--- src/rtl/hazard_forward_unit_pkg.sv ---
// Shared types for the RV32I pipeline hazard/forwarding controller.
package hazard_forward_unit_pkg;

  localparam int unsigned NUM_SRC_DEF = 2;
  localparam int unsigned REG_AW_DEF  = 5;
  localparam int unsigned CNT_W_DEF   = 32;
  localparam int unsigned FWD_SEL_W   = 2;

  typedef enum logic [FWD_SEL_W-1:0] {
    FWD_RF  = 2'b00,
    FWD_MEM = 2'b01,
    FWD_WB  = 2'b10
  } fwd_sel_t;

  typedef enum logic [1:0] {
    HZ_RUN        = 2'b00,
    HZ_STALL      = 2'b01,
    HZ_FLUSH_PEND = 2'b10
  } hz_state_t;

endpackage

--- src/rtl/hazard_forward_unit_fwd_compare.sv ---
// Forwarding select for one EX source operand against the MEM/WB destinations.
module hazard_forward_unit_fwd_compare
  import hazard_forward_unit_pkg::*;
#(
  parameter int unsigned REG_AW = REG_AW_DEF
) (
  input  logic [REG_AW-1:0] rs_i,
  input  logic [REG_AW-1:0] mem_rd_i,
  input  logic              mem_load_regfile_i,
  input  logic [REG_AW-1:0] wb_rd_i,
  input  logic              wb_load_regfile_i,
  output fwd_sel_t          sel_o
);

  // x0 is hardwired, so it never takes a bypass; MEM is the younger result.
  always_comb begin
    sel_o = FWD_RF;
    if (rs_i != '0) begin
      if (mem_load_regfile_i && (mem_rd_i == rs_i)) begin
        sel_o = FWD_MEM;
      end else if (wb_load_regfile_i && (wb_rd_i == rs_i)) begin
        sel_o = FWD_WB;
      end
    end
  end

endmodule

--- src/rtl/hazard_forward_unit.sv ---
// Pipeline hazard controller: global load enable, flush/bubble control,
// EX forwarding selects and saturating stall/flush counters.
module hazard_forward_unit
  import hazard_forward_unit_pkg::*;
#(
  parameter int unsigned NUM_SRC = NUM_SRC_DEF,
  parameter int unsigned REG_AW  = REG_AW_DEF,
  parameter int unsigned CNT_W   = CNT_W_DEF
) (
  input  logic                        clk,
  input  logic                        reset,
  input  logic                        icache_req,
  input  logic                        icache_resp,
  input  logic                        dcache_req,
  input  logic                        dcache_resp,
  input  logic [NUM_SRC*REG_AW-1:0]   id_rs,
  input  logic [NUM_SRC-1:0]          id_rs_used,
  input  logic [NUM_SRC*REG_AW-1:0]   ex_rs,
  input  logic [REG_AW-1:0]           ex_rd,
  input  logic                        ex_mem_read,
  input  logic                        ex_branch_taken,
  input  logic [REG_AW-1:0]           mem_rd,
  input  logic                        mem_load_regfile,
  input  logic [REG_AW-1:0]           wb_rd,
  input  logic                        wb_load_regfile,
  output logic                        load,
  output logic                        if_id_flush,
  output logic                        id_ex_bubble,
  output logic [NUM_SRC*FWD_SEL_W-1:0] fwd_sel,
  output logic [CNT_W-1:0]            stall_cycles,
  output logic [CNT_W-1:0]            flush_count
);

  hz_state_t        state_q, state_d;
  logic [CNT_W-1:0] stall_cnt_q, stall_cnt_d;
  logic [CNT_W-1:0] flush_cnt_q, flush_cnt_d;
  logic             mem_stall_c;
  logic             load_use_c;
  logic             flush_c;
  logic             bubble_c;
  logic             stall_inc_c;

  assign mem_stall_c = (icache_req && !icache_resp) || (dcache_req && !dcache_resp);
  assign load        = !mem_stall_c;

  // Per-source forwarding comparators.
  for (genvar g = 0; g < NUM_SRC; g++) begin : g_fwd
    fwd_sel_t sel;

    hazard_forward_unit_fwd_compare #(
      .REG_AW (REG_AW)
    ) u_cmp (
      .rs_i               (ex_rs[g*REG_AW +: REG_AW]),
      .mem_rd_i           (mem_rd),
      .mem_load_regfile_i (mem_load_regfile),
      .wb_rd_i            (wb_rd),
      .wb_load_regfile_i  (wb_load_regfile),
      .sel_o              (sel)
    );

    assign fwd_sel[g*FWD_SEL_W +: FWD_SEL_W] = sel;
  end

  // Load in EX whose destination is read by the instruction in ID.
  always_comb begin
    load_use_c = 1'b0;
    for (int unsigned i = 0; i < NUM_SRC; i++) begin
      if (id_rs_used[i] && (id_rs[i*REG_AW +: REG_AW] == ex_rd)) begin
        load_use_c = 1'b1;
      end
    end
    load_use_c = load_use_c && ex_mem_read && (ex_rd != '0);
  end

  always_ff @(posedge clk) begin
    if (reset) begin
      state_q <= HZ_RUN;
    end else begin
      state_q <= state_d;
    end
  end

  // Hazards only take effect on a cycle where the pipe actually advances.
  always_comb begin
    state_d     = state_q;
    flush_c     = 1'b0;
    bubble_c    = 1'b0;
    stall_inc_c = 1'b0;

    case (state_q)
      HZ_RUN: begin
        if (load) begin
          flush_c = ex_branch_taken;
        end else if (ex_branch_taken) begin
          state_d = HZ_FLUSH_PEND;
        end else begin
          state_d = HZ_STALL;
        end
      end
      HZ_STALL: begin
        if (load) begin
          state_d = HZ_RUN;
          flush_c = ex_branch_taken;
        end
      end
      HZ_FLUSH_PEND: begin
        // The frozen branch was already recorded; its taken flag is not re-sampled.
        if (load) begin
          state_d = HZ_RUN;
          flush_c = 1'b1;
        end
      end
      default: begin
        state_d = HZ_RUN;
      end
    endcase

    bubble_c    = flush_c || (load && load_use_c);
    stall_inc_c = !load || (load_use_c && !flush_c);
  end

  assign if_id_flush  = flush_c;
  assign id_ex_bubble = bubble_c;

  // Saturating performance counters.
  always_comb begin
    stall_cnt_d = stall_cnt_q;
    flush_cnt_d = flush_cnt_q;
    if (stall_inc_c && (stall_cnt_q != '1)) begin
      stall_cnt_d = stall_cnt_q + CNT_W'(1);
    end
    if (flush_c && (flush_cnt_q != '1)) begin
      flush_cnt_d = flush_cnt_q + CNT_W'(1);
    end
  end

  always_ff @(posedge clk) begin
    if (reset) begin
      stall_cnt_q <= '0;
      flush_cnt_q <= '0;
    end else begin
      stall_cnt_q <= stall_cnt_d;
      flush_cnt_q <= flush_cnt_d;
    end
  end

  assign stall_cycles = stall_cnt_q;
  assign flush_count  = flush_cnt_q;

endmodule
--- config.mk ---
export PLATFORM = sky130hd
export DESIGN_NAME = hazard_forward_unit
export DESIGN_NICKNAME = d
export VERILOG_FILES = /design/src/rtl/hazard_forward_unit_pkg.sv /design/src/rtl/hazard_forward_unit_fwd_compare.sv /design/src/rtl/hazard_forward_unit.sv
export SDC_FILE = /design/constraint.sdc
export NUM_CORES = 1
export LEC_CHECK = 0
export CAP_MARGIN = 20
export CORE_MARGIN = 3
export CORE_UTILIZATION = 45
export CTS_CLUSTER_SIZE = 10
export DETAILED_ROUTE_END_ITERATION = 7
export GPL_TIMING_DRIVEN = 0
export PLACE_DENSITY = 0.77
export SLEW_MARGIN = 10
export SYNTH_ARGS = -nofsm -noshare
export SYNTH_HDL_FRONTEND = slang
export SYNTH_SLANG_ARGS = --single-unit
--- constraint.sdc ---
create_clock -name clk -period 3.6 [get_ports clk]
set_input_delay 0.72 -clock clk [delete_from_list [all_inputs] [get_ports clk]]
set_output_delay 0.72 -clock clk [all_outputs]
set_load 0.01 [all_outputs]
==> results of run 1 <==
-- layer usage --
layer / vias to the layer above / share of wire / GRT usage
li1: 2016 / - / -
met1: 1915 / 0.43 / 0.2823
met2: 120 / 0.50 / 0.3889
met3: 19 / 0.053 / 0.04208
met4: 0 / 0.018 / 0.07773
met5: - / 0 / 0
-- flip-flops by register name, summed over array words and instances, names as in the netlist --
signal / count
flush_count: 32
state_q: 2
stall_cycles: 32
-- cell type report --
cell class / count / area, um^2
buffer: 23 / 112.6
clock buffer: 9 / 123.9
clock inverter: 7 / 102.6
fill: 729 / 2888
inverter: 12 / 45.04
multi-input combinational: 380 / 2445
sequential: 66 / 1321
tap: 105 / 131.4
timing repair buffer: 117 / 1171
-- critical path, stage by stage --
cell and delay (ns):
clkdlybuf4s50_1 0.47, nor2b_1 0.04, or2_1 0.30, inv_2 0.13, nand2_1 0.13, buf_2 0.27, nand2_1 0.10, clkdlybuf4s50_1 0.57
-- cell usage in the layout (no fill, tap or decap), types with 17 or more instances in the layout --
| cell | synthesis | final |
|---|---|---|
| clkdlybuf4s50_1 | 0 | 117 |
| dfxtp_1 | 66 | 66 |
| nor2_1 | 46 | 46 |
| xnor2_1 | 45 | 45 |
| a21oi_1 | 36 | 36 |
| nand2_1 | 35 | 35 |
| nand3_1 | 29 | 29 |
| or4_1 | 20 | 20 |
| nand4_1 | 18 | 18 |
| nor3_1 | 17 | 17 |
-- logic make-up (layout without fill, tap and decap cells) --
kind of cell	after synthesis	after routing
and+or+nand+nor	236	236
muxes	4	4
buffers and inverters	36	168
xor gates and xnor gates	56	56
adders and majority gates	6	6
DFF	66	66
AOI/OAI and AO/OA	78	78
-- final timing paths --
path	startpoint	endpoint	slack, ns	cells after the start
min	stall_cycles[9]	stall_cycles[9]	0.51	2
max reg2reg	flush_count[2]	flush_count[11]	1.17	8
max	dcache_resp	id_ex_bubble	0.15	8
min reg2reg	stall_cycles[9]	stall_cycles[9]	0.51	2
-- stage by stage --
step | total power, mW | hold slack (ns) | cell area (um^2) | utilization
global route | 1.734 | 0.5342 | 5453 | 0.6538
global placement | 0.9718 | 0.4759 | 5230 | 0.6271
detailed placement | 0.9770 | 0.4913 | 5230 | 0.6271
CTS | 1.681 | 0.5020 | 5453 | 0.6538
floorplan | 0.8657 | 0.4648 | 3928 | -
finish | 1.671 | 0.5086 | 5453 | 0.6538
-- where the power goes --
part	switching (mW)	internal (mW)
clock network	0.315	0.397
registers	0.0104	0.736
logic	0.105	0.107
total	0.430	1.24
==> results.cfg, run 1 <==
[status]
status = finished, final reports clean

[critical_path]
crit_type = in -> out
worst_setup_path_end_kind = output port
crit_required_ns = 2.88
cp_max_fo = 19
worstPathArrival_ns = 2.73
critical_path.startpoint_type = input pin

[layout]
num-nets-final = 662
diodes = 0
area_growth_pct = 38.83
layout-drive-gt1-share = 0.07329
instances_no_fill = 719

[synthesis]
synth_top_area_frac = 0.3364
netlist_top_cells_area = dfxtp_1 34%, xnor2_1 10%, a21oi_1 4.6%, nor2_1 4.4%, or4_1 3.8%
async_flop_share = 0
synth.top_cells.by_count = 66 x dfxtp_1, 46 x nor2_1, 45 x xnor2_1
syn_area_um2 = 3928
synth_top_area_cell = dfxtp_1
ys_types = 48
synth-adder-area-share = 0.01911
synth.yosys.warnings = 0
synth_seq_area_share = 0.3364
yosysMostFrequentCell = dfxtp_1
synth_edf_count = 0
synthXorXnorAreaFrac = 0.1249
synthCells = 482
synth_flop_cell = dfxtp_1
synth_top_family_by_area = simple AND/OR/NAND/NOR gates
synth-simple-area-share = 0.3393
syn_nets = 535
ys_seq_elements = 66
synth_compound_area_frac = 0.1249
synthMuxAreaShare = 0.01434
syn_avg_cell_area_um2 = 8.148

[grt]
track_usage = 0.2257
overflow = 0
grt_antenna_before_repair = 0
grt_pass1_vias = 3945
grt_first_pass_wirelength_um = 18510
grt_max_degree = 20

[clock_network]
htree_levels = 3
clk_pin_slew_ns = 0.08
hold_buffers = 0
ctsLongestPathBuffers = 2
cts_sinks = 66
numCtsBuffers = 9
clock_latency_ns = 0.34
cts_resized = 0
clockRootBuffer = clkbuf_8
post_cts_buffers = 0
cts_tree = yes

[die]
fp.dieH_um = 99.42
fp.dieW_um = 99.42
core_area_um2 = 8341
dieArea_um2 = 9884
placementRows = 33
start_util = 0.4709
ioPinCount = 118

[sta]
finalSetupTns_ns = 0
rsz0062_at_grt = false
fin_ws_ns = 0.1532
final.min_clock_period_ns = 3.447
max_freq_mhz = 290.1
relSlewSlack = 0.6188
drv_slew = 0
finalClockSkew_ns = 0.009885
setup_viol = 0
hold_violations = 0
min_period_over_period = 0.9574
worst_pin_slew_ns = 0.5671

[drt]
drt_iter0_drc = 140
vias = 4070
wl_per_cell_um = 15.25
drc = 0
routed_via_density = 5.661
drt.antenna.violating_nets = 0
routed_wl_um = 10970
dr.pass1.iters = 5

[pwr]
power.density_nw_per_um2 = 306.4
peakVddDrop_mv = 0.1463
p_leak_nw = 1.709

[run]
cap_violations = 0

[placed_design]
pre_cts_ws_ns = -0.1741
dp_hpwl_um = 8346
dp_cells = 704
gp_congestion = 0.8445
portBuffers = 117

[min_path]
min_path_type = reg -> reg
(Power assumes the default switching activity.)
==> run 2: changes to the inputs <==
--- a/config.mk
+++ b/config.mk
@@ -11,8 +11,8 @@
 export CTS_CLUSTER_SIZE = 10
 export DETAILED_ROUTE_END_ITERATION = 7
 export GPL_TIMING_DRIVEN = 0
-export PLACE_DENSITY = 0.77
-export SLEW_MARGIN = 10
+export PLACE_DENSITY = 0.82
+export SLEW_MARGIN = 25
 export SYNTH_ARGS = -nofsm -noshare
 export SYNTH_HDL_FRONTEND = slang
 export SYNTH_SLANG_ARGS = --single-unit
==> results.cfg, run 2 (synthesis gave the netlist of run 1 again) <==
[status]
status = finished, final reports clean

[grt]
grt_pass1_vias = 4002
grt_antenna_before_repair = 0
track_usage = 0.2191
overflow = 0
grt_first_pass_wirelength_um = 18130
grt_max_degree = 20

[layout]
diodes = 0
final_common_cell = clkdlybuf4s50_1
final_area_um2 = 5399
area_growth_pct = 37.46
mostFrequentLayoutCells = 117 x clkdlybuf4s50_1, 66 x dfxtp_1, 46 x nor2_1, 45 x xnor2_1, 36 x a21oi_1
num-nets-final = 662
multiInputGateArea_um2 = 2445
post-route-util = 0.6473
seq_area_um2 = 1321
n_fill_cell = 708
layout-drive-gt1-share = 0.07166

[pwr]
p_leak_nw = 1.678
power_mw = 1.513
peakVddDrop_mv = 0.1830
power.density_nw_per_um2 = 280.2

[drt]
dr.pass1.iters = 5
drt.antenna.violating_nets = 0
drc = 0
routed_wl_um = 10770
vias = 4055
routed_via_density = 5.640
wl_per_cell_um = 14.97
drt_iter0_drc = 190

[die]
core_area_um2 = 8341
start_util = 0.4709
dieArea_um2 = 9884
fp.dieW_um = 99.42
fp.dieH_um = 99.42
placementRows = 33
ioPinCount = 118

[clock_network]
cts_sinks = 66
ctsLongestPathBuffers = 2
clockRootBuffer = clkbuf_8
cts_tree = yes
clk_pin_slew_ns = 0.08
post_cts_buffers = 0
numCtsBuffers = 9
htree_levels = 3
clock_latency_ns = 0.35

[placed_design]
portBuffers = 117
gp_congestion = 0.8802
dp_hpwl_um = 8170
pre_cts_ws_ns = -0.2586
post_dp_cell_area_um2 = 5230

[critical_path]
cp_max_fo = 19
ff2ff_setup_slack_ns = 1.22
crit_required_ns = 2.88
crit_type = in -> out
worstPathArrival_ns = 2.78
critical_path.startpoint_type = input pin
worst_setup_path_end_kind = output port

[sta]
worst_pin_slew_ns = 0.5790
finalClockSkew_ns = 0.008109
final.min_clock_period_ns = 3.498
rsz0062_at_grt = false
setup_viol = 0
max_freq_mhz = 285.9
relSlewSlack = 0.6126
holdWs_ns = 0.5034
fin_ws_ns = 0.1023
min_period_over_period = 0.9716
hold_violations = 0
drv_slew = 0

[min_path]
min_path_type = reg -> reg

[run]
cap_violations = 0
-- run 2: worst paths after layout --
check / from / to / depth (start not counted)
min reg2reg: stall_cycles[9] / stall_cycles[9] / 2
max: dcache_resp / id_ex_bubble / 8
max reg2reg: flush_count[2] / flush_count[15] / 8
min: stall_cycles[9] / stall_cycles[9] / 2
-- run 2: cell type report --
cell class	instances	area share
inverters	12	0.008343
plain buffers	23	0.02132
clock buffers	10	0.02364
clock inverters	6	0.007879
repair buffers	117	0.2169
flip-flops and latches	66	0.2447
well taps	105	0.02433
multi-input cells	380	0.4528
-- run 2: report_power, final --
part / switching (mW) / internal, mW / total [mW]
Sequential: 0.0101 / 0.736 / 0.746
Combinational: 0.104 / 0.108 / 0.212
Clock: 0.303 / 0.251 / 0.554
-- run 2: routing by layer --
| layer | routed length [um] | vias up | track usage |
|---|---|---|---|
| li1 | - | 2013 | - |
| met1 | 4657 | 1891 | 0.2742 |
| met2 | 5337 | 137 | 0.3760 |
| met3 | 628 | 14 | 0.04067 |
| met4 | 143 | 0 | 0.07878 |
| met5 | 0 | - | 0 |
-- run 2: timing repair --
action,CTS,global route
cloned,0,0
hold buffers,0,0
pin swaps,0,0
endpoints found under the setup margin,1,1
gates resized for setup,0,1
-- run 2: stage by stage --
step	std cells	TNS (ns)
floorplan	482	0
global placement	704	-0.2041
detailed placement	704	-0.2586
CTS	719	0
global route	719	0
finish	719	0
-- run 2: critical path, cell delays in order --
cell	delay, ns
clkdlybuf4s50_1	0.49
nor2b_1	0.05
or2_1	0.31
inv_2	0.13
nand2_1	0.14
clkbuf_4	0.27
nand2_1	0.12
clkdlybuf4s50_1	0.54
